==> config.mk <==
export PLATFORM = sky130hd
export DESIGN_NAME = mux_nch_reg
export DESIGN_NICKNAME = d
export VERILOG_FILES = /design/src/rtl/mux_nch_reg.sv
export SDC_FILE = /design/constraint.sdc
export NUM_CORES = 1
export LEC_CHECK = 0
export BUFFER_PORTS_ARGS = -buffer_cell sky130_fd_sc_hd__buf_2
export CAP_MARGIN = 10
export CORE_AREA = 3 3 45 47
export DETAILED_ROUTE_END_ITERATION = 10
export DIE_AREA = 0 0 48 50
export PLACE_DENSITY = 0.88
export SLEW_MARGIN = 20
export SYNTH_ARGS = -nofsm -noshare
export SYNTH_HDL_FRONTEND = slang
export SYNTH_SLANG_ARGS = --single-unit
==> constraint.sdc <==
create_clock -name CLK -period 2.3 [get_ports CLK]
set_input_delay 0.46 -clock CLK [delete_from_list [all_inputs] [get_ports CLK]]
set_output_delay 0.46 -clock CLK [all_outputs]
set_load 0.03 [all_outputs]
==> src/rtl/mux_nch_reg.sv <==
// mux_nch_reg: registered NCH-channel WIDTH-bit mux with held/round-robin channel register; `MUX_PARITY_EN adds YP
module mux_nch_reg #(
    parameter int WIDTH = 8,
    parameter int NCH   = 4,
    parameter int SELW  = 2
) (
    input  logic                 CLK,
    input  logic                 RSTbar,
    input  logic [NCH*WIDTH-1:0] D,
    input  logic [SELW-1:0]      SEL,
    input  logic                 SEL_LD,
    input  logic                 SCAN,
    input  logic                 Gbar,
    output logic [WIDTH-1:0]     Y,
    output logic                 YV,
    output logic [SELW-1:0]      YCH,
    output logic [SELW-1:0]      CH,
`ifdef MUX_PARITY_EN
    output logic                 YP,
`endif
    output logic                 SERR
);
    localparam logic [SELW-1:0] CH_LAST = SELW'(NCH - 1);
    localparam logic [SELW:0]   NCH_W   = (SELW + 1)'(NCH);
    logic [WIDTH-1:0] chan [NCH];
    logic [WIDTH-1:0] y_q, y_d;
    logic [SELW-1:0]  ch_q, ch_d, ych_q, ych_d;
    logic             yv_q, yv_d, serr_q, serr_d, sel_ok;
    genvar g;
    for (g = 0; g < NCH; g++) begin : g_chan
        assign chan[g] = D[g*WIDTH +: WIDTH];
    end
    assign sel_ok = {1'b0, SEL} < NCH_W;
    // next state: output stage samples the pre-edge channel; channel update is load > bad load > scan > hold
    always_comb begin
        y_d    = Gbar ? '0 : chan[ch_q];
        yv_d   = !Gbar;
        ych_d  = Gbar ? ych_q : ch_q;
        ch_d   = Gbar                ? ch_q :
                 (SEL_LD && sel_ok)  ? SEL :
                 SEL_LD              ? ch_q :
                 SCAN                ? ((ch_q == CH_LAST) ? '0 : ch_q + SELW'(1)) :
                                       ch_q;
        serr_d = serr_q | (!Gbar && SEL_LD && !sel_ok);
    end
    // state registers with asynchronous clear
    always_ff @(posedge CLK or negedge RSTbar) begin
        if (!RSTbar) begin
            y_q    <= '0;
            yv_q   <= 1'b0;
            ych_q  <= '0;
            ch_q   <= '0;
            serr_q <= 1'b0;
        end else begin
            y_q    <= y_d;
            yv_q   <= yv_d;
            ych_q  <= ych_d;
            ch_q   <= ch_d;
            serr_q <= serr_d;
        end
    end
`ifdef MUX_PARITY_EN
    logic yp_q;
    // parity of the word loaded into Y; zero whenever Y is cleared
    always_ff @(posedge CLK or negedge RSTbar) begin
        if (!RSTbar) yp_q <= 1'b0;
        else         yp_q <= ^y_d;
    end
    assign YP = yp_q;
`endif
    assign Y    = y_q;
    assign YV   = yv_q;
    assign YCH  = ych_q;
    assign CH   = ch_q;
    assign SERR = serr_q;
endmodule

==> qor.yml, run 1 <==
global_route:
  grt_pass1_vias: 581
  grt_max_degree: 14
  grt-ovfl-total: 0
  antenna_found_initial: 0
  grt.total_usage_pct: 14.04
  grt_pass1_wl_mm: 2.415
logic_synthesis:
  yosys_warnings: 0
  syn-mean-instance-area_um2: 14.69
  synth-seq-cells: 13
  synth_area_um2: 675.6
  synth_cell_type_count: 17
  netlist_instances: 46
  synth_fp_nets: 86
  ys_seq_area_share_pct: 48.15
critical_path:
  arrival_ns: 1.29
  critPathBufInv: 1
  r2r-start: "CH[0]"
  ff2ff_path_depth: 2
  cp_max_fo: 13
  slowest_delay_ns: 0.72
  cp.required_ns: 1.84
  critPathLaunchType: "register"
  cp_cell_sequence: "buf_2"
  timing.rr.end: "Y[7]"
  slowest_stage: "dfrtp_1"
  endpoint_kind: "primary output"
  path_delay_family: "flip-flops"
  path_depth: 1
  reg2reg_slack_ns: 0.69
  crit_type: "register to primary output"
drt:
  drtAntennaViolNets: 0
  drtIter0Drc: 7
  remaining_drc_errors: 0
  vias_per_cell: 5.035
  vias: 579
  drt_pass1_iterations: 4
  drt-total-wl_mm: 1.564
  post_drt_wl_per_cell_um: 13.60
floorplan:
  fp.dieH_um: 50
  initial_core_util_pct: 40.00
  die_x_um: 48
  io_pins: 53
  core_area_mm2: 0.001689
  die_area_mm2: 0.002400
  rows: 15
finish:
  utilization_pct: 56.52
  final_cells: 115
  final_cell_mix: "buf_2, dfrtp_1, and2_1"
  layout_commonest_cell: "buf_2"
  nFillCells: 154
  finalNetCount: 139
  drive_gt1_share_pct: 64.29
  synthToLayoutAreaGrowth_pct: 41.30
  n_antenna_cell: 0
sta:
  slew-limit-headroom_pct: 60.42
  report.final.slew_viol_count: 0
  fin_ws_ns: 0.5479
  rsz0062_at_grt: "no"
  hold_viol_final: 0
  finalSetupTns_ns: 0
  skew_ns: 0.0009686
  worst_pin_slew_ns: 0.5937
  fmax_ghz: 0.5708
  fin_crit_ns: 1.752
  min_period_over_period_pct: 76.18
  setup_violations: 0
clocking:
  numCtsBuffers: 3
  htree_levels: 1
  hold_buffers: 0
  cts_tree: "done"
  cts_post_setup_buffers_inserted: 0
  clk_pin_slew_worst_paths_ns: 0.07
  root_buffer: "clkbuf_4"
  clock_path_buffers: 2
  cts.sinks: 13
  clk_latency_ns: 0.26
  cts_resized: 0
power:
  power_density_mw_per_mm2: 672.9
  p_leak_nw: 0.5049
  vdd_drop_max_v: 0.0003091
placement:
  io_buffers: 51
  dp_cells: 111
  gp_congestion: 0.7085
  pre_cts_slack_ns: 0.6726
min_path:
  hold_path.class: "input port to async pin"
job:
  drv_cap: 0
status:
  status: "finished clean"
## cells in the mapped netlist, drive strengths merged
| cell | count | share of area (%) |
|---|---|---|
| a22oi | 2 | 2.2 |
| and2 | 8 | 7.4 |
| buf | 3 | 3.5 |
| conb | 1 | 0.56 |
| dfrtp | 13 | 48 |
| ha | 1 | 1.9 |
| inv | 1 | 0.56 |
| mux2 | 2 | 3.3 |
| mux4 | 8 | 27 |
| nand2 | 2 | 1.1 |
| nor2 | 1 | 0.56 |
| nor2b | 1 | 0.93 |
| o21ai | 2 | 1.5 |
| o21bai | 1 | 1.1 |
## metal layers
layer / vias to the layer above / GRT usage, % / part of all wire (%)
met5: - / 0 / 0
met4: 0 / 4.036 / 0.77
met3: 2 / 3.285 / 11
met2: 36 / 25.99 / 55
met1: 268 / 14.62 / 33
li1: 273 / - / -
## flip-flops by register name, indices dropped and copies added, names as in the netlist
signal,flops
YCH,2
CH,2
YV,1
Y,8
## kinds of logic (layout without fill, tap and decap cells)
group | after synthesis | count (layout) | synth area share, %
other | 1 | 1 | 0.5550
muxes | 10 | 10 | 30.56
buffers and inverters | 4 | 56 | 4.073
and+or+nand+nor | 12 | 12 | 10.00
adders and majority gates | 1 | 1 | 1.852
DFF | 13 | 13 | 48.15
AOI/OAI and AO/OA | 5 | 5 | 4.815
## cell type report
| class | count | area [µm²] | area share (%) |
|---|---|---|---|
| Tap cell | 17 | 21.27 | 2.228 |
| Inverter | 1 | 3.754 | 0.3932 |
| Multi-Input combinational cell | 29 | 322.8 | 33.81 |
| Clock buffer | 4 | 26.28 | 2.752 |
| Sequential cell | 13 | 325.3 | 34.08 |
| Timing Repair Buffer | 51 | 255.2 | 26.74 |
## stage by stage
| stage | hold WS [ns] | instance area (µm²) | power [mW] |
|---|---|---|---|
| final | 0.06752 | 954.7 | 0.6424 |
| after global routing | 0.07098 | 954.7 | 0.6906 |
| after CTS | 0.07142 | 954.7 | 0.6519 |
| after detailed placement | 0.3561 | 928.4 | 0.5190 |
| after global placement | 0.3490 | 928.4 | 0.5108 |
| after floorplan | 0.1644 | 675.6 | 0.4456 |
## worst max path at each step
stage	from	to	slack, ns
6_report	CH[0]	CH[0]	0.55
5_1_grt	CH[0]	CH[0]	0.41
4_1_cts	CH[0]	CH[0]	0.52
3_5_place_dp	CH[0]	Y[7]	0.67
3_3_place_gp	CH[0]	Y[7]	0.72
2_1_floorplan	CH[0]	Y[0]	0.79
## power breakdown
part           switching [mW]  leakage (nW)  internal [mW]
Sequential             0.0318         0.164          0.259
Combinational           0.113         0.326          0.108
Clock                  0.0641        0.0150         0.0668
Total                   0.209         0.505          0.434
No activity file was read; power rests on OpenSTA's default activity.
==> run 2, diff against run 1 <==
- CORE_AREA: 3 3 45 47 -> 3 3 49 51
- DIE_AREA: 0 0 48 50 -> 0 0 52 54
- PLACE_DENSITY: 0.88 -> 0.79
- clock period: 2.3 -> 1.6 ns (I/O delays scaled with it)
==> run 2 against run 1 <==
Compared with the run above:
- clock skew grew 0.0043 ns
- via count is 2.4% higher
- non-clock buffer count grew 4
- final cell count is 12% higher
- sequential power rose by 39%
- wire length grew 6.3%
- critical path depth did not move
- setup slack worse by 0.47 ns
- register-to-register slack worse by 0.44 ns
- combinational power grew 64%
- worst hold slack better by 0.25 ns
- largest cell class unchanged
- largest power group unchanged
- highest routed layer unchanged
==> qor.yml, run 2 (synthesized netlist as in run 1, its figures left out) <==
finish:
  finalNetCount: 143  # +2.9%
  n_antenna_cell: 0  # unchanged
  nFillCells: 184  # +19%
  utilization_pct: 51.07  # -5.4 points
  largest_reg_flops: 8  # unchanged
  fin_area_mm2: 0.001012  # +6.0%
  layout_commonest_cell: "buf_2"
  synthToLayoutAreaGrowth_pct: 49.81
  final_cell_mix: "buf_2, dfrtp_1, and2_1"
  drive_gt1_share_pct: 64.71  # +0.42 points
  final_cells: 129  # +12%
critical_path:
  endpoint_kind: "primary output"
  crit_type: "register to primary output"
  timing.rr.end: "Y[4]"
  critPathLaunch: "CH[1]"
  critPathLaunchType: "register"
  path_depth: 1  # unchanged
  critPathBufInv: 1  # unchanged
  path_delay_family: "flip-flops"
  ff2ff_path_depth: 3  # +1
  cp_cell_sequence: "buf_2"
  reg2reg_slack_ns: 0.25  # -0.44 ns
  r2r-start: "CH[0]"
  cp.required_ns: 1.28  # -0.56 ns
  slowest_stage: "dfrtp_1"
  arrival_ns: 1.21  # -0.08 ns
  cp_max_fo: 12  # -1
  crit_path_end: "CH[1]"
  slowest_delay_ns: 0.65  # -0.07 ns
placement:
  dp_cells: 124  # +12%
  postPlaceCellArea_um2: 975.9  # +5.1%
  io_buffers: 51  # unchanged
  dp_hpwl_mm: 1.400
  gp_congestion: 0.7092  # about the same
  pre_cts_slack_ns: 0.2544  # -0.4182 ns
drt:
  drtAntennaViolNets: 0  # unchanged
  wl_met3_um: 176  # +2.3%
  vias: 593  # +2.4%
  drt-total-wl_mm: 1.663  # +6.3%
  remaining_drc_errors: 0  # unchanged
  drt_pass1_iterations: 3  # -1
  vias_per_cell: 4.597  # -8.7%
  drtIter0Drc: 3  # -4
  wl_met1_um: 576  # +11%
  routed-wl-met2_um: 882  # +2.7%
  post_drt_wl_per_cell_um: 12.89  # -5.2%
  highest_layer: "met4"
clocking:
  cts_post_setup_buffers_inserted: 0  # unchanged
  numCtsBuffers: 3  # unchanged
  root_buffer: "clkbuf_4"
  clock_path_buffers: 2  # unchanged
  clk_latency_ns: 0.27  # about the same
  htree_levels: 1  # unchanged
  clk_pin_slew_worst_paths_ns: 0.08  # about the same
  cts_tree: "done"
  cts.sinks: 13  # unchanged
power:
  power_density_mw_per_mm2: 952.4  # +42%
  vdd_drop_max_v: 0.0003694  # +19%
  power.total_mw: 0.9641  # +50%
  p_leak_nw: 0.5281  # +4.6%
floorplan:
  io_pins: 53  # unchanged
  fp.dieH_um: 54  # +8.0%
  die_area_mm2: 0.002808  # +17%
  core_area_mm2: 0.001982  # +17%
  rows: 16  # +1
  die_x_um: 52  # +8.3%
  initial_core_util_pct: 34.09  # -5.9 points
sta:
  setup_violations: 0  # unchanged
  report.final.slew_viol_count: 0  # unchanged
  hold_viol_final: 0  # unchanged
  min_period_over_period_pct: 95.40
  fmax_ghz: 0.6552
  finalSetupTns_ns: 0  # unchanged
  skew_ns: 0.005271  # +0.004302 ns
  fin_crit_ns: 1.526
  rsz0062_at_grt: "no"
  fin_ws_ns: 0.07364  # -0.4743 ns
  fin_hold_ws_ns: 0.3154  # +0.2478 ns
global_route:
  grt_pass1_vias: 595  # +2.4%
  grt-ovfl-total: 0  # unchanged
  grt_max_degree: 14  # unchanged
  grt_pass1_wl_mm: 2.477  # +2.6%
  grt.total_usage_pct: 12.74  # -1.3 points
  antenna_found_initial: 0  # unchanged
min_path:
  hold_path.class: "input port to register"
job:
  drv_cap: 0  # unchanged
status:
  status: "finished clean"
-- run 2: cell count changes in the layout (fill, tap and decap cells not counted) --
cell / delta
buf_4: +2
buf_12: +1
dlygate4sd3_1: +1
-- run 2: what timing repair did --
| action | in CTS | in global routing |
|---|---|---|
| gates resized for setup | 0 | 0 |
| hold buffers | 1 | 0 |
| setup endpoints to repair | 0 | 0 |
| endpoints found under the hold margin | 13 | 0 |
-- run 2: final cells by class --
| class | count | area (µm²) | area share, % |
|---|---|---|---|
| repair buffers | 55 | 300.3 | 29.67 |
| clock buffers | 4 | 26.28 | 2.596 |
| multi-input cells | 29 | 322.8 | 31.89 |
| well taps | 27 | 33.78 | 3.337 |
| flip-flops and latches | 13 | 325.3 | 32.14 |
| inverters | 1 | 3.754 | 0.3708 |
-- run 2: worst min path at each step --
| stage | slack [ns] | end | startpoint | depth (start not counted) |
|---|---|---|---|---|
| floorplan | 0.02 | CH[0] | RSTbar | 0 |
| finish | 0.32 | CH[0] | Gbar | 2 |
| CTS | 0.31 | CH[0] | Gbar | 2 |
| global route | 0.32 | CH[0] | Gbar | 2 |
| global placement | 0.21 | Y[0] | RSTbar | 1 |
| detailed placement | 0.21 | Y[0] | RSTbar | 1 |
-- run 2: layer usage --
metal  global-route usage, %  vias up
li1                        -      282
met4                   9.170        0
met3                   3.878        4
met5                       0        -
met2                   23.01       30
met1                   12.24      277
-- run 2: power breakdown --
group          internal, mW  switching (mW)  total, mW
clock                0.0966           0.100      0.197
combinational         0.181           0.182      0.363
sequential            0.372          0.0320      0.404
